===== src/rtl/ring_pkg.sv =====
// Shared types and helpers for the ring counter sequence monitor.
// Holds the monitor FSM state encoding, the ring width and the one-hot helpers.
package ring_pkg;

  localparam int RING_W = 4;

  typedef enum logic [1:0] {
    HUNT   = 2'd0,
    SYNC   = 2'd1,
    LOCKED = 2'd2
  } ring_state_e;

  function automatic logic [1:0] onehot_to_idx(input logic [RING_W-1:0] value);
    logic [1:0] idx;
    idx = 2'd0;
    for (int i = 0; i < RING_W; i++) begin
      if (value[i]) idx = 2'(i);
    end
    return idx;
  endfunction

  // dir = 0 moves the token towards the MSB, dir = 1 towards the LSB.
  function automatic logic [RING_W-1:0] rotate_ring(input logic [RING_W-1:0] value,
                                                    input logic dir);
    return dir ? {value[0], value[RING_W-1:1]} : {value[RING_W-2:0], value[RING_W-1]};
  endfunction

endpackage


===== src/rtl/ring_step_check.sv =====
// Combinational classifier for one ring step (prev -> cur).
// Reports one-hotness of cur, legal rotation, repeated value and wrap into bit 0.
module ring_step_check
  import ring_pkg::*;
(
  input  logic [RING_W-1:0] prev,
  input  logic [RING_W-1:0] cur,
  input  logic              dir,
  output logic              is_onehot,
  output logic              legal,
  output logic              is_hold,
  output logic              wrap
);

  logic prev_onehot;

  always_comb begin
    is_onehot   = (cur != '0) && ((cur & (cur - 1'b1)) == '0);
    prev_onehot = (prev != '0) && ((prev & (prev - 1'b1)) == '0);
    legal       = is_onehot && prev_onehot && (cur == rotate_ring(prev, dir));
    is_hold     = is_onehot && (cur == prev);
    wrap        = legal && (cur == {{(RING_W-1){1'b0}}, 1'b1});
  end

endmodule


===== src/rtl/ring_seq_monitor.sv =====
// Watches a one-hot ring counter bus, locks onto legal rotation, counts revolutions and errors.
// Optional macro RING_SEQ_MONITOR_HOLD_EN accepts a repeated one-hot value as a legal hold.
module ring_seq_monitor
  import ring_pkg::*;
#(
  parameter int WIDTH    = 4,
  parameter int LOCK_CNT = 3,
  parameter int REV_W    = 8,
  parameter int ERR_W    = 8,
  parameter bit DIR      = 1'b0
) (
  input  logic             Clock,
  input  logic             Reset,
  input  logic [WIDTH-1:0] Ring_in,
  input  logic             Clear,
  output logic [1:0]       Phase,
  output logic             Locked,
  output logic             Error_pulse,
  output logic             Error_sticky,
  output logic [REV_W-1:0] Rev_count,
  output logic [ERR_W-1:0] Err_count
);

`ifdef RING_SEQ_MONITOR_HOLD_EN
  localparam bit HOLD_ENABLE = 1'b1;
`else
  localparam bit HOLD_ENABLE = 1'b0;
`endif

  localparam logic [3:0] LOCK_TARGET = 4'(LOCK_CNT);

  ring_state_e      state_q, state_d;
  logic [3:0]       good_q, good_d;
  logic [WIDTH-1:0] prev_q, prev_d;
  logic [1:0]       phase_q, phase_d;
  logic             locked_q, locked_d;
  logic             pulse_q, pulse_d;
  logic             sticky_q, sticky_d;
  logic [REV_W-1:0] rev_q, rev_d;
  logic [ERR_W-1:0] err_q, err_d;

  logic is_onehot, legal, is_hold, wrap, hold_ok;
  logic err_evt, rev_evt;

  ring_step_check u_step_check (
    .prev      (prev_q),
    .cur       (Ring_in),
    .dir       (DIR),
    .is_onehot (is_onehot),
    .legal     (legal),
    .is_hold   (is_hold),
    .wrap      (wrap)
  );

  assign hold_ok = is_hold & HOLD_ENABLE;

  always_ff @(posedge Clock) begin
    if (!Reset) begin
      state_q  <= HUNT;
      good_q   <= '0;
      prev_q   <= '0;
      phase_q  <= '0;
      locked_q <= 1'b0;
      pulse_q  <= 1'b0;
      sticky_q <= 1'b0;
      rev_q    <= '0;
      err_q    <= '0;
    end else begin
      state_q  <= state_d;
      good_q   <= good_d;
      prev_q   <= prev_d;
      phase_q  <= phase_d;
      locked_q <= locked_d;
      pulse_q  <= pulse_d;
      sticky_q <= sticky_d;
      rev_q    <= rev_d;
      err_q    <= err_d;
    end
  end

  always_comb begin
    state_d = state_q;
    good_d  = good_q;
    err_evt = 1'b0;
    rev_evt = 1'b0;
    case (state_q)
      HUNT: begin
        if (is_onehot) begin
          state_d = SYNC;
          good_d  = '0;
        end
      end
      SYNC: begin
        if (legal) begin
          good_d = good_q + 4'd1;
          if (good_d == LOCK_TARGET) state_d = LOCKED;
        end else if (!hold_ok) begin
          good_d = '0;
          if (!is_onehot) state_d = HUNT;
        end
      end
      LOCKED: begin
        if (legal) begin
          rev_evt = wrap;
        end else if (!hold_ok) begin
          err_evt = 1'b1;
          state_d = HUNT;
        end
      end
      default: state_d = HUNT;
    endcase
  end

  // Locked tracks staying in LOCKED across this step, so it drops together with Error_pulse.
  always_comb begin
    prev_d   = Ring_in;
    phase_d  = is_onehot ? onehot_to_idx(Ring_in) : phase_q;
    locked_d = (state_q == LOCKED) && (state_d == LOCKED);
    pulse_d  = err_evt;
    sticky_d = Clear ? err_evt : (sticky_q | err_evt);
    rev_d    = Clear ? '0 : (rev_q + REV_W'(rev_evt));
    if (Clear) begin
      err_d = '0;
    end else if (err_evt && (err_q != '1)) begin
      err_d = err_q + 1'b1;
    end else begin
      err_d = err_q;
    end
  end

  assign Phase        = phase_q;
  assign Locked       = locked_q;
  assign Error_pulse  = pulse_q;
  assign Error_sticky = sticky_q;
  assign Rev_count    = rev_q;
  assign Err_count    = err_q;

endmodule


===== config.mk =====
export PLATFORM = sky130hd
export DESIGN_NAME = ring_seq_monitor
export DESIGN_NICKNAME = d
export VERILOG_FILES = /design/src/rtl/ring_pkg.sv /design/src/rtl/ring_step_check.sv /design/src/rtl/ring_seq_monitor.sv
export SDC_FILE = /design/constraint.sdc
export NUM_CORES = 1
export LEC_CHECK = 0
export CAP_MARGIN = 20
export CORE_MARGIN = 4
export CORE_UTILIZATION = 45
export CTS_BUF_LIST = sky130_fd_sc_hd__clkbuf_8
export DETAILED_ROUTE_END_ITERATION = 8
export GPL_ROUTABILITY_DRIVEN = 0
export MAX_ROUTING_LAYER = met4
export PLACE_DENSITY = 0.67
export SLEW_MARGIN = 20
export SYNTH_ARGS = -nofsm -noshare
export SYNTH_HDL_FRONTEND = slang
export SYNTH_SLANG_ARGS = --single-unit

===== constraint.sdc =====
create_clock -name Clock -period 2.8 [get_ports Clock]
set_input_delay 0.56 -clock Clock [delete_from_list [all_inputs] [get_ports Clock]]
set_output_delay 0.56 -clock Clock [all_outputs]
set_load 0.05 [all_outputs]

* Yosys cells after proc, flatten, opt, wreduce, memory -nomap -nowiden
Index checks and enable logic that the tools add are counted.
Word-level totals: bits of input ports 7, output and inout bits 21, logic and storage cells 58, flip-flop bits (word level) 31
Cells by class: bitwise logic cells 4, reductions and logical operators 15, add/subtract/negate cells 5, mux-type cells 17, eq/ne operators 8
Operators by type and width (number):
- 2-to-1 mux 2 bit | 7
- adder 8 x 1 -> 8 bit | 1
- adder 8 x 1 -> 8 bit (second input constant) | 1
- AND 4 bit | 2
- logical NOT 4 bit | 2
- 2-to-1 mux 4 bit | 2
- inequality test 8 bit (second input constant) | 1
- case mux 4 bit (2 select lines) | 1
- nonzero test 4 bit | 2
- subtractor 4 x 1 -> 4 bit (second input constant) | 2
- logical AND 1 bit | 7
- 2-to-1 mux 1 bit | 6
- case mux 2 bit (3 select lines) | 1
- adder 4 x 1 -> 4 bit (second input constant) | 1
- == test 2 bit (second input constant) | 2
- == test 4 x 1 -> 1 bit (second input constant) | 1
- == test 4 x 2 -> 1 bit (second input constant) | 1
- == test 4 bit | 1
- == test 2 x 1 -> 1 bit (second input constant) | 1
- logical NOT 2 bit | 1
- inequality test 2 bit (second input constant) | 1
- AND reduction 2 bit | 1
- nonzero test 2 bit | 1
- OR reduction 2 bit | 1
- 2 further kinds | 2

* Logic depth before layout (Yosys ltp)
Gate-level depths: netlist (run 1).
word-level depth 10, gate-level depth with buffers 11

* Cells and area by module
From an unflattened synthesis (run 1), not the netlist that was laid out.
Unflattened totals: cell total of the unflattened synthesis 179, area total of the unflattened synthesis 1644.1 µm²
By module, submodules not included:
- ring_seq_monitor | times used 1, cells each 137, area each 1297.5 µm²
- ring_step_check | times used 1, cells each 42, area each 346.6 µm²

* Worst setup path before layout (run 1)
Ideal clock, no wire load.
path kind in2reg, from input port Ring_in[3], to register rev_q[5], in the netlist Rev_count[5], slack 0.470 ns, stages on the path 11, arrival 2.202 ns, library setup time 0.128 ns, cells stage by stage buf_6 xor2_1 nor3_1 o221ai_1 buf_2 nor3_1 ha_1 and3_1 nand3_1 xor2_1 nor2_1
Between the ends: cells in the longest elaborated chain, start to end 10, elaborated cells between the ends (all ways) 13
Ends and longest elaborated chain:
- from (decl) | line ring_seq_monitor.sv:14 | input logic [WIDTH-1:0] Ring_in,
- subtractor 4 x 1 -> 4 bit | line ring_step_check.sv:18 | is_onehot = (cur != '0) && ((cur & (cur - 1'b1)) == '0);
- AND 4 bit | line ring_step_check.sv:18
- logical NOT 4 bit | line ring_step_check.sv:18
- logical AND 1 bit | line ring_step_check.sv:18
- logical AND 1 bit (2 in series) | line ring_step_check.sv:20 | legal = is_onehot && prev_onehot && (cur == rotate_ring(prev, dir));
- logical AND 1 bit | line ring_step_check.sv:22 | wrap = legal && (cur == {{(RING_W-1){1'b0}}, 1'b1});
- 2-to-1 mux 1 bit (*) | line ring_seq_monitor.sv:103 | if (legal) begin
- 2-to-1 mux 1 bit (*) | line ring_seq_monitor.sv:86 | case (state_q)
- adder 8 x 1 -> 8 bit (*) | line ring_seq_monitor.sv:121 | rev_d = Clear ? '0 : (rev_q + REV_W'(rev_evt));
- to (signal assigned) | line ring_seq_monitor.sv:76 | rev_q <= rev_d;
- to (decl) | line ring_seq_monitor.sv:39 | logic [REV_W-1:0] rev_q, rev_d;
Every way passes the cells marked *; elsewhere a longest branch is shown, timed or not. A chain may end at the register's enable or synchronous reset.

* Worst setup path after layout (run 1)
from input port Ring_in[2], to register rev_q[4], in the netlist Rev_count[4]
The elaborated chain is that of the path after synthesis.

==> impl_metrics.toml, run 1 <==
[outcome]
status = "finished clean"

[clocking]
cts_buffers = 5
cts_tree = "done"
postCtsSetupBuffers = 0
clock_path_buffers = 2
cts_root_buffer = "clkbuf_8"
ctsResizeCount = 0
cts.sinks = 31
clkLatencyLatePin_ps = 280
path_clk_slew_ps = 70
htree_levels = 2
cts_hold_buffers = 0

[global_routing]
grt_pass1_vias = 1257
antenna_found_initial = 0
gr-total-overflow = 0
grt_max_degree = 15
grt_pass1_wl_mm = 5.71
gr-usage-all-layers_pct = 17.2

[placement]
dpl_cell_area_um2 = 1870
io_buffers = 27
dp_hpwl_mm = 2.45

[power_and_ir_drop]
pwr-share-seq_pct = 52.4
switching_share_pct = 24.8
peakVddDrop_mv = 0.284
switchingPower_w = 0.000215
clockPowerShare_pct = 38.6
leakagePower_nw = 0.716
p_per_area_nw_per_um2 = 444
combPwrFrac_pct = 9.0
p_int_w = 0.000652

[setup_path]
cp.required_ps = 2950
rrSetupSlack_ps = 710
crit_top_cell = "ha_1"
critPathArrivalTime_ps = 2610
cpPeakStageDelay_ps = 510
critPathLaunchType = "input port"
worstPathCellList = "clkdlybuf4s50_1 > buf_4 > or4b_1 > nor3_1 > ha_1 > ha_1 > nand3_1 > xor2_1 > nor2_1"
critPathMaxFanout = 10
regToRegStartpoint = "prev_q[3]"
r2r-end = "Rev_count[4]"
endpoint_kind = "flip-flop"
reg2reg_depth = 9
path_class = "in -> reg"
slowest_stage = "or4b_1"

[detailed_routing]
totalWireLength_mm = 3.26
vias_per_cell = 5.36
drtAntennaViolNets = 0
first_pass_iters = 4
drc_errors = 0
vias = 1367
wl_per_cell_um = 12.8
drt-initial-drc-count = 100

[synth]
avgSynthCellArea_um2 = 8.64
yosysWarnings = 0
ys_types = 47
synth_ff_type = "dfxtp_1"
seq_area_frac_synth_pct = 40.4
async_flop_share_pct = 0
synth_nets = 190
syn-instance-count = 178
synth_edf_count = 0
synth_area_um2 = 1540
ys_ff_latch = 31

[final_layout]
stdcell_area_um2 = 1950
area_growth_pct = 26.9
post-route-util_pct = 61.9
fin_nets = 222
fillers = 293
n_antenna_cell = 0
drive_above_1_share_pct = 8.53
seqCellArea_um2 = 621
multi_input_area_um2 = 858

[sta]
finalHoldViolCount = 0
fin_skew_ps = 4.03
rsz0062_at_grt = "false"
tightest_slew_ps = 515
drv_slew = 0
setup_tns_ps = 0
min_period_ps = 2470
period_share_pct = 88.0
setup_viol = 0
slew_headroom_pct = 65.6
fmaxAchievable_ghz = 0.406

[floorplanning]
placementRows = 20
die_x_um = 66.5
dieArea_um2 = 4420
die_h_um = 66.5
ios = 28
core-area_um2 = 3150
start_util_pct = 48.8

[min_path]
hold_path_class = "reg -> reg"
whs_endpoint = "state_q[0]"
whs_path_depth = 1
min-delay-start = "state_q[1]"

[flow_run]
cap_violations = 0
==> worst max-delay path by stage <==
stage,start,endpoint,slack (ps),cells past startpoint
6_report,Ring_in[2],Rev_count[4],330,9
5_1_grt,Ring_in[2],Rev_count[4],130,10
4_1_cts,Ring_in[2],Rev_count[4],320,9
3_5_place_dp,Ring_in[2],Rev_count[4],20,9
3_3_place_gp,Ring_in[2],Rev_count[6],130,9
2_1_floorplan,Ring_in[3],Rev_count[5],470,11
==> Yosys cell counts, drive strengths merged (3+ instances only) <==
| cell type | n | area [µm²] |
|---|---|---|
| dfxtp | 31 | 621 |
| xor2 | 6 | 52.6 |
| o21ai | 5 | 25.0 |
| nor2b | 5 | 31.3 |
| nand3 | 10 | 50.1 |
| and2 | 6 | 37.5 |
| nand2 | 13 | 48.8 |
| nand2b | 6 | 37.5 |
| xnor2 | 4 | 35.0 |
| ha | 5 | 62.6 |
| clkbuf | 5 | 18.8 |
| a21boi | 5 | 37.5 |
| nor3 | 11 | 55.1 |
| nor2 | 14 | 52.6 |
| a21oi | 7 | 35.0 |
| nand4 | 3 | 18.8 |
| and3 | 3 | 18.8 |
| inv | 3 | 11.3 |
| buf | 4 | 28.8 |
==> through the flow <==
| step | hold slack, ps | cells | total power (W) | worst slack, ps |
|---|---|---|---|---|
| finish | 488 | 255 | 0.000867 | 335 |
| global route | 542 | 255 | 0.000912 | 132 |
| CTS | 493 | 255 | 0.000877 | 318 |
| detailed placement | 487 | 247 | 0.000542 | 18.6 |
| global placement | 461 | 247 | 0.000540 | 134 |
| floorplan | 444 | 178 | 0.000514 | 470 |
==> final cells by class <==
| type | instances | area share (%) |
|---|---|---|
| Multi-Input combinational cell | 135 | 44.0 |
| Sequential cell | 31 | 31.8 |
| Timing Repair Buffer | 34 | 16.5 |
| Clock buffer | 5 | 3.53 |
| Tap cell | 44 | 2.82 |
| Clock inverter | 3 | 0.769 |
| Inverter | 3 | 0.577 |
==> placed cells by master, fill, tap and decap left out, types with 2 or more instances in the layout <==
cell type / n
xor2_1: 6
nor2_1: 14
o21a_1: 2
buf_4: 7
ha_1: 5
clkinv_2: 3
a311oi_1: 2
nand4_1: 3
o21ai_0: 4
dfxtp_1: 31
nand2_1: 13
nand3_1: 10
or3_1: 2
nand2b_1: 6
o311ai_0: 2
clkbuf_8: 5
xnor2_1: 4
o31ai_1: 2
and3_1: 3
a31oi_1: 2
nor3_1: 11
and2_1: 6
inv_1: 3
clkdlybuf4s50_1: 27
nor2b_1: 5
or4b_1: 2
a21boi_0: 5
a21oi_1: 7
==> routing by layer <==
| metal | part of all wire [%] | track usage (%) | routed length, µm |
|---|---|---|---|
| met1 | 47 | 20.1 | 1540 |
| met2 | 48 | 28.9 | 1580 |
| met3 | 3.5 | 4.38 | 115 |
| met4 | 0.77 | 5.33 | 25 |
| met5 | 0 | - | 0 |
==> power groups by stage <==
stage	clock [W]	sequential, W	combinational (W)
final	0.000335	0.000454	0.0000783
after global routing	0.000370	0.000455	0.0000868
after CTS	0.000345	0.000454	0.0000789
after detailed placement	0	0.000464	0.0000785
after global placement	0	0.000463	0.0000771
after floorplan	0	0.000471	0.0000430
==> worst max-delay path, delay by kind of cell <==
kind          cells  cell delay, ps
simple gates      4             850
buf+inv           2             640
fa+ha+maj         2             390
xor+xnor          1             160
==> flip-flops by register name, indices dropped and copies added, names as in the netlist <==
register      cells
Err_count         8
Error_pulse       1
Error_sticky      1
Locked            1
Phase             2
Rev_count         8
good_q            4
prev_q            4
state_q           2
==> cells by family after synthesis <==
group                      share of synthesized area [%]
and+or+nand+nor                                     27.8
AOI/OAI and AO/OA                                   17.6
DFF                                                 40.4
buffers and inverters                               3.82
xor gates and xnor gates                            5.70
adders and majority gates                           4.07
muxes                                              0.651
Power figures use the tool's default switching activity.
==> run 2, diff against run 1 <==
--- a/config.mk
+++ b/config.mk
@@ -7,3 +7,2 @@
 export LEC_CHECK = 0
-export CAP_MARGIN = 20
 export CORE_MARGIN = 4
@@ -13,3 +12,2 @@
 export GPL_ROUTABILITY_DRIVEN = 0
-export MAX_ROUTING_LAYER = met4
 export PLACE_DENSITY = 0.67
--- a/constraint.sdc
+++ b/constraint.sdc
@@ -3,2 +3,2 @@
 set_output_delay 0.56 -clock Clock [all_outputs]
-set_load 0.05 [all_outputs]
+set_load 0.02 [all_outputs]
==> run 2 against run 1 <==
  * Worst hold slack better by 5.5 ps
  * Cell count stayed put
  * First-iteration DRC count is 1.0% lower
  * Sequential power hardly changed
  * Critical path depth stayed put
  * Wire length is 0.18% higher
  * Clock skew hardly changed
  * Sequential share of layout area stayed put
  * Setup slack better by 1.1 ps
  * Non-clock buffer count stayed put
  * Critical path type unchanged
  * Largest cell class unchanged
  * Largest power group unchanged
==> impl_metrics.toml, run 2 (synthesis gave the netlist of run 1 again) <==
[clocking]
clock_path_buffers = 2
cts_root_buffer = "clkbuf_8"
postCtsSetupBuffers = 0
clkLatencyLatePin_ps = 280
cts_tree = "done"
path_clk_slew_ps = 70
ctsResizeCount = 0
htree_levels = 2
cts.sinks = 31
cts_buffers = 5
cts_hold_buffers = 0

[sta]
min_period_ps = 2460
slew_headroom_pct = 71.8
period_share_pct = 88.0
rsz0062_at_grt = "false"
finalHoldViolCount = 0
drv_slew = 0
setup_tns_ps = 0
tightest_slew_ps = 422
setup_viol = 0
fin_skew_ps = 3.72
fmaxAchievable_ghz = 0.406

[placement]
dp_hpwl_mm = 2.45
io_buffers = 27
dpl_cell_area_um2 = 1870

[power_and_ir_drop]
combPwrFrac_pct = 8.5
leakagePower_nw = 0.716
power.total_w = 0.000862
switchingPower_w = 0.000210
switching_share_pct = 24.4
p_per_area_nw_per_um2 = 442
clockPowerShare_pct = 38.9
p_int_w = 0.000652
pwr-share-seq_pct = 52.7
peakVddDrop_mv = 0.284

[final_layout]
drive_above_1_share_pct = 8.53
stdcell_area_um2 = 1950
layout_common_cells = "dfxtp_1 (31), clkdlybuf4s50_1 (27), nor2_1 (14)"
fin_nets = 222
layout_commonest_cell = "dfxtp_1"
post-route-util_pct = 61.9
area_growth_pct = 26.9
fillers = 293
n_antenna_cell = 0

[setup_path]
cp.required_ps = 2950
critPathMaxFanout = 10
path_class = "in -> reg"
regToRegStartpoint = "prev_q[3]"
critPathLaunchType = "input port"
endpoint_kind = "flip-flop"
reg2reg_depth = 9
critPathArrivalTime_ps = 2610
rrSetupSlack_ps = 710
r2r-end = "Rev_count[4]"

[flow_run]
cap_violations = 0

[floorplanning]
die_h_um = 66.5
core-area_um2 = 3150
start_util_pct = 48.8
ios = 28
die_x_um = 66.5
placementRows = 20
dieArea_um2 = 4420

[global_routing]
grt_max_degree = 15
gr-total-overflow = 0
grt_pass1_vias = 1257
grt_pass1_wl_mm = 5.71
gr-usage-all-layers_pct = 16.7
antenna_found_initial = 0

[detailed_routing]
wl_per_cell_um = 12.8
vias_per_cell = 5.34
vias = 1361
drc_errors = 0
drt-initial-drc-count = 99
drtAntennaViolNets = 0
first_pass_iters = 4
totalWireLength_mm = 3.27

[min_path]
whs_endpoint = "state_q[0]"
min-delay-start = "state_q[1]"
whs_path_depth = 1
hold_path_class = "reg -> reg"

[outcome]
status = "finished clean"
==> run 2: critical path, stage by stage <==
cell and delay (ps):
clkdlybuf4s50_1 450, buf_4 190, or4b_1 510, nor3_1 180
ha_1 190, ha_1 200, nand3_1 100, xor2_1 160
nor2_1 60
==> run 2: how the worst max path moves through the flow <==
stage	from	endpoint	slack, ps	cells after the start
final	Ring_in[2]	Rev_count[4]	340	9
after global routing	Ring_in[2]	Rev_count[4]	130	10
after CTS	Ring_in[2]	Rev_count[4]	320	9
after detailed placement	Ring_in[2]	Rev_count[4]	20	9
after global placement	Ring_in[2]	Rev_count[6]	130	9
after floorplan	Ring_in[3]	Rev_count[5]	490	11
==> run 2: metrics by stage <==
step / std cells / worst slack [ps] / hold slack [ps]
2_1_floorplan: 178 / 489 / 444
3_3_place_gp: 247 / 134 / 461
3_5_place_dp: 247 / 18.6 / 487
4_1_cts: 255 / 318 / 493
5_1_grt: 255 / 132 / 542
6_report: 255 / 336 / 494
==> run 2: power groups by stage <==
stage | clock network (W) | registers (W) | logic, W
2_1_floorplan | 0 | 0.000465 | 0.0000430
3_3_place_gp | 0 | 0.000463 | 0.0000715
3_5_place_dp | 0 | 0.000464 | 0.0000729
4_1_cts | 0.000345 | 0.000454 | 0.0000733
5_1_grt | 0.000370 | 0.000455 | 0.0000812
6_report | 0.000335 | 0.000454 | 0.0000729
==> run 2: area by class of cell <==
class                           instances  area, µm²  area share (%)
Multi-Input combinational cell        135        858            44.0
Clock buffer                            5       68.8            3.53
Clock inverter                          3       15.0           0.769
Tap cell                               44       55.1            2.82
Inverter                                3       11.3           0.577
Sequential cell                        31        621            31.8
Timing Repair Buffer                   34        323            16.5
==> run 2: metal layers <==
metal  wire length (µm)  up-vias  track usage [%]
met1               1530      624             19.9
met4                 21        0             5.33
met5                  0        -                0
met2               1570       32             28.9
met3                146        4             4.72
li1                   -      701                -
